### config.mk
export PLATFORM = sky130hd
export DESIGN_NAME = tour_cmd_flat
export DESIGN_NICKNAME = d
export VERILOG_FILES = /design/src/rtl/tour_cmd_if.sv /design/src/rtl/tour_cmd.sv /design/src/flat_wrapper.sv
export SDC_FILE = /design/constraint.sdc
export NUM_CORES = 1
export LEC_CHECK = 0
export ABC_AREA = 1
export CORE_MARGIN = 4
export CORE_UTILIZATION = 46
export DETAILED_ROUTE_END_ITERATION = 10
export DONT_BUFFER_PORTS = 1
export GPL_TIMING_DRIVEN = 1
export SETUP_SLACK_MARGIN = 0.5
export SYNTH_ARGS = -nofsm -noshare
export SYNTH_HDL_FRONTEND = slang
export SYNTH_SLANG_ARGS = --single-unit
### constraint.sdc
create_clock -name clk -period 2.4 [get_ports clk]
set_input_delay 0.48 -clock clk [delete_from_list [all_inputs] [get_ports clk]]
set_output_delay 0.48 -clock clk [all_outputs]
set_load 0.02 [all_outputs]
### src/rtl/tour_cmd_if.sv
// Handshake bundle between the tour sequencer, the UART/BLE wrapper,
// the command processor and the solver move store.
interface tour_cmd_if;
  logic        tour_go;
  logic [4:0]  mv_indx;
  logic [7:0]  move;
  logic [15:0] cmd_UART;
  logic        cmd_rdy_UART;
  logic        clr_cmd_rdy_UART;
  logic        clr_cmd_rdy;
  logic        send_resp;
  logic [15:0] cmd;
  logic        cmd_rdy;
  logic [7:0]  resp;

  modport master (
    input  tour_go, move, cmd_UART, cmd_rdy_UART, clr_cmd_rdy, send_resp,
    output mv_indx, clr_cmd_rdy_UART, cmd, cmd_rdy, resp
  );

  modport slave (
    output tour_go, move, cmd_UART, cmd_rdy_UART, clr_cmd_rdy, send_resp,
    input  mv_indx, clr_cmd_rdy_UART, cmd, cmd_rdy, resp
  );
endinterface

### src/rtl/tour_cmd.sv
// Tour sequencer: replays solver knight moves as two-leg commands to the
// command processor, otherwise passing UART commands straight through.
module tour_cmd #(
  parameter int NUM_MOVES = 24
) (
  input logic        clk,
  input logic        rst,
  tour_cmd_if.master bus
);

  localparam logic [2:0] IDLE  = 3'd0;
  localparam logic [2:0] LOAD  = 3'd1;
  localparam logic [2:0] LEG1  = 3'd2;
  localparam logic [2:0] WAIT1 = 3'd3;
  localparam logic [2:0] LEG2  = 3'd4;
  localparam logic [2:0] WAIT2 = 3'd5;

  localparam logic [4:0] LAST_INDX = 5'(NUM_MOVES - 1);

  localparam logic [3:0] OP_MOVE    = 4'h2;
  localparam logic [3:0] OP_FANFARE = 4'h3;
  localparam logic [7:0] HEAD_N     = 8'h00;
  localparam logic [7:0] HEAD_W     = 8'h3F;
  localparam logic [7:0] HEAD_S     = 8'h7F;
  localparam logic [7:0] HEAD_E     = 8'hBF;

  localparam logic [7:0] RESP_IDLE = 8'hA5;
  localparam logic [7:0] RESP_TOUR = 8'h5A;
  localparam logic [7:0] RESP_ERR  = 8'hEE;

  logic [2:0]  state;
  logic [2:0]  nxt_state;
  logic [4:0]  mv_indx_q;
  logic [7:0]  mv_reg;
  logic        err;
  logic [7:0]  vert_head;
  logic [2:0]  vert_sq;
  logic [7:0]  horz_head;
  logic [2:0]  horz_sq;
  logic [15:0] cmd_leg1;
  logic [15:0] cmd_leg2;
  logic        pass_thru;

  function automatic logic is_one_hot(input logic [7:0] v);
    return (v != 8'd0) && ((v & (v - 8'd1)) == 8'd0);
  endfunction

  // Split the registered knight move into its vertical and horizontal legs
  always_comb begin
    vert_head = HEAD_N;
    vert_sq   = 3'd0;
    horz_head = HEAD_W;
    horz_sq   = 3'd0;
    case (mv_reg)
      8'h01: begin vert_head = HEAD_N; vert_sq = 3'd2; horz_head = HEAD_W; horz_sq = 3'd1; end
      8'h02: begin vert_head = HEAD_N; vert_sq = 3'd2; horz_head = HEAD_E; horz_sq = 3'd1; end
      8'h04: begin vert_head = HEAD_N; vert_sq = 3'd1; horz_head = HEAD_W; horz_sq = 3'd2; end
      8'h08: begin vert_head = HEAD_S; vert_sq = 3'd1; horz_head = HEAD_W; horz_sq = 3'd2; end
      8'h10: begin vert_head = HEAD_S; vert_sq = 3'd2; horz_head = HEAD_W; horz_sq = 3'd1; end
      8'h20: begin vert_head = HEAD_S; vert_sq = 3'd2; horz_head = HEAD_E; horz_sq = 3'd1; end
      8'h40: begin vert_head = HEAD_S; vert_sq = 3'd1; horz_head = HEAD_E; horz_sq = 3'd2; end
      8'h80: begin vert_head = HEAD_N; vert_sq = 3'd1; horz_head = HEAD_E; horz_sq = 3'd2; end
      default: ;
    endcase
  end

  assign cmd_leg1 = {OP_MOVE, vert_head, 1'b0, vert_sq};
  assign cmd_leg2 = {OP_FANFARE, horz_head, 1'b0, horz_sq};

  // send_resp is only honoured in the WAIT states, so an early pulse that
  // lands with clr_cmd_rdy cannot skip a leg
  always_comb begin
    nxt_state = state;
    case (state)
      IDLE:  if (bus.tour_go) nxt_state = LOAD;
      LOAD:  nxt_state = is_one_hot(bus.move) ? LEG1 : IDLE;
      LEG1:  if (bus.clr_cmd_rdy) nxt_state = WAIT1;
      WAIT1: if (bus.send_resp) nxt_state = LEG2;
      LEG2:  if (bus.clr_cmd_rdy) nxt_state = WAIT2;
      WAIT2: if (bus.send_resp) nxt_state = (mv_indx_q == LAST_INDX) ? IDLE : LOAD;
      default: nxt_state = IDLE;
    endcase
  end

  always_ff @(posedge clk) begin
    if (rst) begin
      state     <= IDLE;
      mv_indx_q <= 5'd0;
      mv_reg    <= 8'd0;
      err       <= 1'b0;
    end else begin
      state <= nxt_state;
      case (state)
        IDLE: begin
          if (bus.tour_go) begin
            mv_indx_q <= 5'd0;
            err       <= 1'b0;
          end
        end
        LOAD: begin
          mv_reg <= bus.move;
          if (!is_one_hot(bus.move)) err <= 1'b1;
        end
        WAIT2: begin
          if (bus.send_resp && (mv_indx_q != LAST_INDX)) mv_indx_q <= mv_indx_q + 5'd1;
        end
        default: ;
      endcase
    end
  end

  // Reset forces passthrough combinationally so the UART path is live
  // even before the synchronous reset has taken effect
  assign pass_thru = rst || (state == IDLE);

  always_comb begin
    bus.cmd              = bus.cmd_UART;
    bus.cmd_rdy          = bus.cmd_rdy_UART;
    bus.clr_cmd_rdy_UART = bus.clr_cmd_rdy;
    bus.resp             = (err && !rst) ? RESP_ERR : RESP_IDLE;
    if (!pass_thru) begin
      bus.cmd              = ((state == LEG2) || (state == WAIT2)) ? cmd_leg2 : cmd_leg1;
      bus.cmd_rdy          = (state == LEG1) || (state == LEG2);
      bus.clr_cmd_rdy_UART = 1'b0;
      bus.resp             = RESP_TOUR;
    end
  end

  assign bus.mv_indx = mv_indx_q;

endmodule

### src/flat_wrapper.sv
// flat-port wrapper written by rule: the top's interface ports become plain ports
module tour_cmd_flat 
#(
  parameter int NUM_MOVES = 24
)
  (clk, rst, bus_tour_go, bus_move, bus_cmd_UART, bus_cmd_rdy_UART, bus_clr_cmd_rdy, bus_send_resp, bus_mv_indx, bus_clr_cmd_rdy_UART, bus_cmd, bus_cmd_rdy, bus_resp);
  tour_cmd_if bus_i ();
  input logic clk;
  input logic rst;
  input wire logic [$bits(bus_i.tour_go)-1:0] bus_tour_go;
  input wire logic [$bits(bus_i.move)-1:0] bus_move;
  input wire logic [$bits(bus_i.cmd_UART)-1:0] bus_cmd_UART;
  input wire logic [$bits(bus_i.cmd_rdy_UART)-1:0] bus_cmd_rdy_UART;
  input wire logic [$bits(bus_i.clr_cmd_rdy)-1:0] bus_clr_cmd_rdy;
  input wire logic [$bits(bus_i.send_resp)-1:0] bus_send_resp;
  output wire logic [$bits(bus_i.mv_indx)-1:0] bus_mv_indx;
  output wire logic [$bits(bus_i.clr_cmd_rdy_UART)-1:0] bus_clr_cmd_rdy_UART;
  output wire logic [$bits(bus_i.cmd)-1:0] bus_cmd;
  output wire logic [$bits(bus_i.cmd_rdy)-1:0] bus_cmd_rdy;
  output wire logic [$bits(bus_i.resp)-1:0] bus_resp;
  assign bus_i.tour_go = bus_tour_go;
  assign bus_i.move = bus_move;
  assign bus_i.cmd_UART = bus_cmd_UART;
  assign bus_i.cmd_rdy_UART = bus_cmd_rdy_UART;
  assign bus_i.clr_cmd_rdy = bus_clr_cmd_rdy;
  assign bus_i.send_resp = bus_send_resp;
  assign bus_mv_indx = bus_i.mv_indx;
  assign bus_clr_cmd_rdy_UART = bus_i.clr_cmd_rdy_UART;
  assign bus_cmd = bus_i.cmd;
  assign bus_cmd_rdy = bus_i.cmd_rdy;
  assign bus_resp = bus_i.resp;
  tour_cmd #(.NUM_MOVES(NUM_MOVES)) u_core (.clk(clk), .rst(rst), .bus(bus_i));
endmodule
# Yosys cells after proc, flatten, opt, wreduce, memory -nomap -nowiden

Cells that the tools add are included.

Register bits: 17
Output and inout port bits: 31
Logic and storage cells: 72

Add/subtract/negate cells: 2
Equal/unequal tests: 22
Multiplexer cells: 24
Bitwise logic cells: 1
Reductions and logical operators: 19

Operators with widths:

| kind                                                                | number |
|---|---|
| 3-bit one-hot mux with 6 select lines                               | 1 |
| 16-bit two-way mux                                                  | 1 |
| 8-bit two-way mux                                                   | 2 |
| 4-bit OR reduction                                                  | 4 |
| 3-bit two-way mux                                                   | 5 |
| 7-bit two-way mux                                                   | 2 |
| 13-bit two-way mux                                                  | 1 |
| 2-bit inequality test (second input constant)                       | 6 |
| 5-bit two-way mux                                                   | 2 |
| 5-bit one-hot mux with 2 select lines                               | 1 |
| 8-bit AND                                                           | 1 |
| 8-bit by 1-bit == test with 1-bit output (second input constant)    | 1 |
| 8-bit by 2-bit == test with 1-bit output (second input constant)    | 1 |
| 8-bit by 3-bit == test with 1-bit output (second input constant)    | 1 |
| 8-bit by 4-bit == test with 1-bit output (second input constant)    | 1 |
| 8-bit by 5-bit == test with 1-bit output (second input constant)    | 1 |
| 8-bit by 6-bit == test with 1-bit output (second input constant)    | 1 |
| 8-bit by 7-bit == test with 1-bit output (second input constant)    | 1 |
| 8-bit == test (second input constant)                               | 1 |
| 8-bit zero test                                                     | 1 |
| 2-bit one-hot mux with 2 select lines                               | 2 |
| 8-bit nonzero test                                                  | 1 |
| 8-bit by 1-bit subtractor with 8-bit output (second input constant) | 1 |
| 3-bit by 2-bit == test with 1-bit output (second input constant)    | 2 |
| other kinds (16)                                                    | 27 |

# Depth between registers and ports, before layout

Word-level depth: 6
Gate-level depth with buffers: 9
Depth with buffers taken out: 9

# Worst setup path after synthesis

OpenSTA, ideal clock, no wires.

Kind: reg2out
Start point: reg u_core.state[2]
End point: out bus_resp[3]
Arrival: 1.571 ns
Required time: 1.920 ns
Path slack: 0.349 ns
Stages on the path, launching flop included: 7
Cell sequence: dfxtp_1 -> nor3_2 -> nor2_2 -> buf_4 -> a21oi_2 -> inv_1 -> buf_4

Cells in the longest elaborated chain, start to end: 3

Ends and longest elaborated chain:

| item                   | RTL line           | RTL |
|---|---|---|
| from (decl)            | tour_cmd.sv:31     | `logic [2:0] state;` |
| from (signal assigned) | tour_cmd.sv:92     | `state <= nxt_state;` |
| 3-bit zero test        | tour_cmd.sv:114    | `assign pass_thru = rst \|\| (state == IDLE);` |
| 1-bit logical OR       | tour_cmd.sv:114    |  |
| 8-bit two-way mux      | tour_cmd.sv:121    | `if (!pass_thru) begin` |
| to (decl)              | flat_wrapper.sv:20 | `output wire logic [$bits(bus_i.resp)-1:0] bus_resp;` |

No other way between the ends.

# Worst setup path in the final report

Start point: reg u_core.state[1]
End point: out bus_resp[6]

Same word-level chain as after synthesis.

==> results.md <==
* Status: finished clean
* First-pass GRT wire length at 4947 um
* Pleak at approximately 0.00080 uW
* H-tree levels at 1
* Setup WS post-layout at between 300 and 400 ps
* Final min period at 2033 ps
* Latest clock arrival within the worst-skew pair at approximately 280 ps
* Synthesized area at 1316 um^2
* CP max FO at 6
* IO buf count at 0
* Final net count at ~270
* Core area at 2734 um^2
* Crit end category: output pin
* Pre-CTS setup slack at approximately 510 ps
* Post-CTS Hold Fix Bufs at 0
* Worst Skew at 6.138 ps
* Syn nets at roughly 260
* Max-cap violation count at 0
* Synth Register Bits at 17
* CP required at about 1900 ps
* Avg WL per Cell at between 10 and 15 um
* Drt drc at 0
* Initial antenna violation count at 0
* Std-Cell Rows at 19
* Clock tree root buffer cell: clkbuf_4
* Setup TNS Final at 0 ps
* Max_slew headroom at a little under three quarters
* CP arrival at ~1600 ps
* Post-synth top area share at 25.86%
* Synth area leaders: dfxtp_1, nand2_1, nor2_1
* Max Fclk at between 400 and 500 MHz
* Avg Synthesized Cell Area at between 5 and 6 um^2
* Peak supply drop at approximately 1.0 mV
* Vias per cell at between 5 and 6
* Measured slew at the worst slew-check pin at 426.9 ps
* Placed cell areas at 1329 um^2
* Final HPWL DP at between 2000 and 2500 um
* Worst Hold Class: input pin to register
* Final Cycle Share at 84.72%
* Post-route ant nets at 0
* Synth cell types at 26
* Drt pass-1 iters at 4
* Area growth syn-to-layout at 24.71%
* Cells after Synth at between 200 and 250
* DR vias at around 1400
* Layout cells sized above 1 at 30.08%
* Final hold vios at 0
* Clock Tree Buf Depth at 2
* YS warnings at 0
* PD cells at approximately 1400 nW/um^2
* Final setup viols at 0
* Final Slew Violations at 0
* Largest register FFs at 8
* Largest net degree at the start of global routing at 14
* Total GRT Usage at 17.34%
* Commonest non-fill, non-tap cells in the layout: nand2_1, nor2_1, inv_1, nand3_1
* Register area share after synthesis at between 20% and 30%
* Die Area at 3781 um^2
* CP Launch Type: register
* Initial Util at about half
* Ports at approximately 60
* DIE HEIGHT at just over 60 um
* Crit path kind: register to output pin
* CTS tree: built
* Drt total wl at about 3300 um
* Most common cell after layout, fill and taps aside: nand2_1
* Final Wtd Congestion at 0.8603
* Synth area leader: dfxtp_1
* RSZ-0062 raised after global routing: true
* Vias in the first global route at 1223
* N_diodes at 0
* Num Clock Sinks at 17
* Fillers at 259
* Iteration-0 DRC Markers at 50
* CTS Buf Count at 3
* Gr ovfl total at 0
* Clock Pin Slew Worst Setup and Hold Paths at around 100 ps
* Final Instance Area at ~1600 um^2
* Die width at 61.49 um
==> metrics by stage <==
step | util, % | cells | hold WS (ps) | power (uW)
4_1_cts | 57.12 | 265 | 231.5 | 2177
5_1_grt | 60.05 | 267 | 216.7 | 2527
6_report | 60.05 | 267 | 249.0 | 2338
2_1_floorplan | - | 224 | 457.7 | 1571
3_5_place_dp | 48.60 | 250 | 488.7 | 1688
3_3_place_gp | 48.60 | 250 | 474.8 | 1675
==> layout make-up <==
| cell class | count | area, um^2 | share of cell area (%) |
|---|---|---|---|
| inverter | 34 | 132.6 | 8.079 |
| timing repair buffer | 16 | 148.9 | 9.070 |
| sequential | 17 | 361.6 | 22.03 |
| clock buffer | 3 | 22.52 | 1.372 |
| clock inverter | 1 | 5.005 | 0.3049 |
| tap | 31 | 38.79 | 2.363 |
| multi-input combinational | 165 | 932.1 | 56.78 |
==> cell families (layout without fill, tap and decap cells) <==
group | count (synthesis) | after routing | synth area share (%)
compound gates | 30 | 30 | 12.45
flops | 17 | 17 | 25.86
simple gates | 133 | 133 | 46.10
buf+inv | 42 | 54 | 13.97
fa+ha+maj | 1 | 1 | 0.9504
xor+xnor | 1 | 1 | 0.6655
==> layer usage <==
| metal | vias up | track usage, % | wire, um |
|---|---|---|---|
| li1 | 731 | - | - |
| met1 | 618 | 20.23 | 1426 |
| met2 | 43 | 30.04 | 1585 |
| met3 | 6 | 3.145 | 232 |
| met4 | 0 | 8.788 | 65 |
| met5 | - | 0 | 0 |
==> Yosys cell counts <==
library cell	count
a21oi_1	13
a21oi_2	2
buf_4	7
clkbuf_1	1
dfxtp_1	17
ha_1	1
inv_1	31
inv_2	3
nand2_1	59
nand2_2	3
nand2_4	1
nand3_1	16
nand3_2	2
nand3b_1	3
nand4_1	6
nor2_1	36
nor2_2	2
nor3_1	1
nor3_2	2
nor3_4	1
o21ai_0	12
o21ai_1	1
o21bai_1	1
o22a_1	1
or2_1	1
xor2_1	1
==> final timing paths <==
kind	endpoint	cells past startpoint	slack (ps)	startpoint
worst min register to register	u_core.mv_reg[4]	2	510	u_core.mv_reg[4]
worst min-delay path	u_core.bus.mv_indx[4]	1	250	rst
worst max register to register	u_core.bus.mv_indx[2]	8	880	u_core.bus.mv_indx[1]
worst max-delay path	bus_resp[6]	5	370	u_core.state[1]
==> critical path, stage by stage, from the launching register on <==
cell,delay (ps)
dfxtp_4,370
nor3_4,270
nor2_4,100
buf_8,150
a21oi_4,250
inv_6,120
==> where the power goes <==
group / internal [uW] / switching [uW]
clock network: 61.8 / 85.2
logic: 601 / 1040
registers: 405 / 141
total: 1070 / 1270
==> repair_timing <==
| action | 4_1_cts | 5_1_grt |
|---|---|---|
| setup buffers | 11 | 1 |
| resized for setup | 40 | 19 |
| setup endpoints to repair | 25 | 25 |
| cloned | 0 | 1 |
| pin swaps | 12 | 11 |
(Power assumes the default switching activity.)
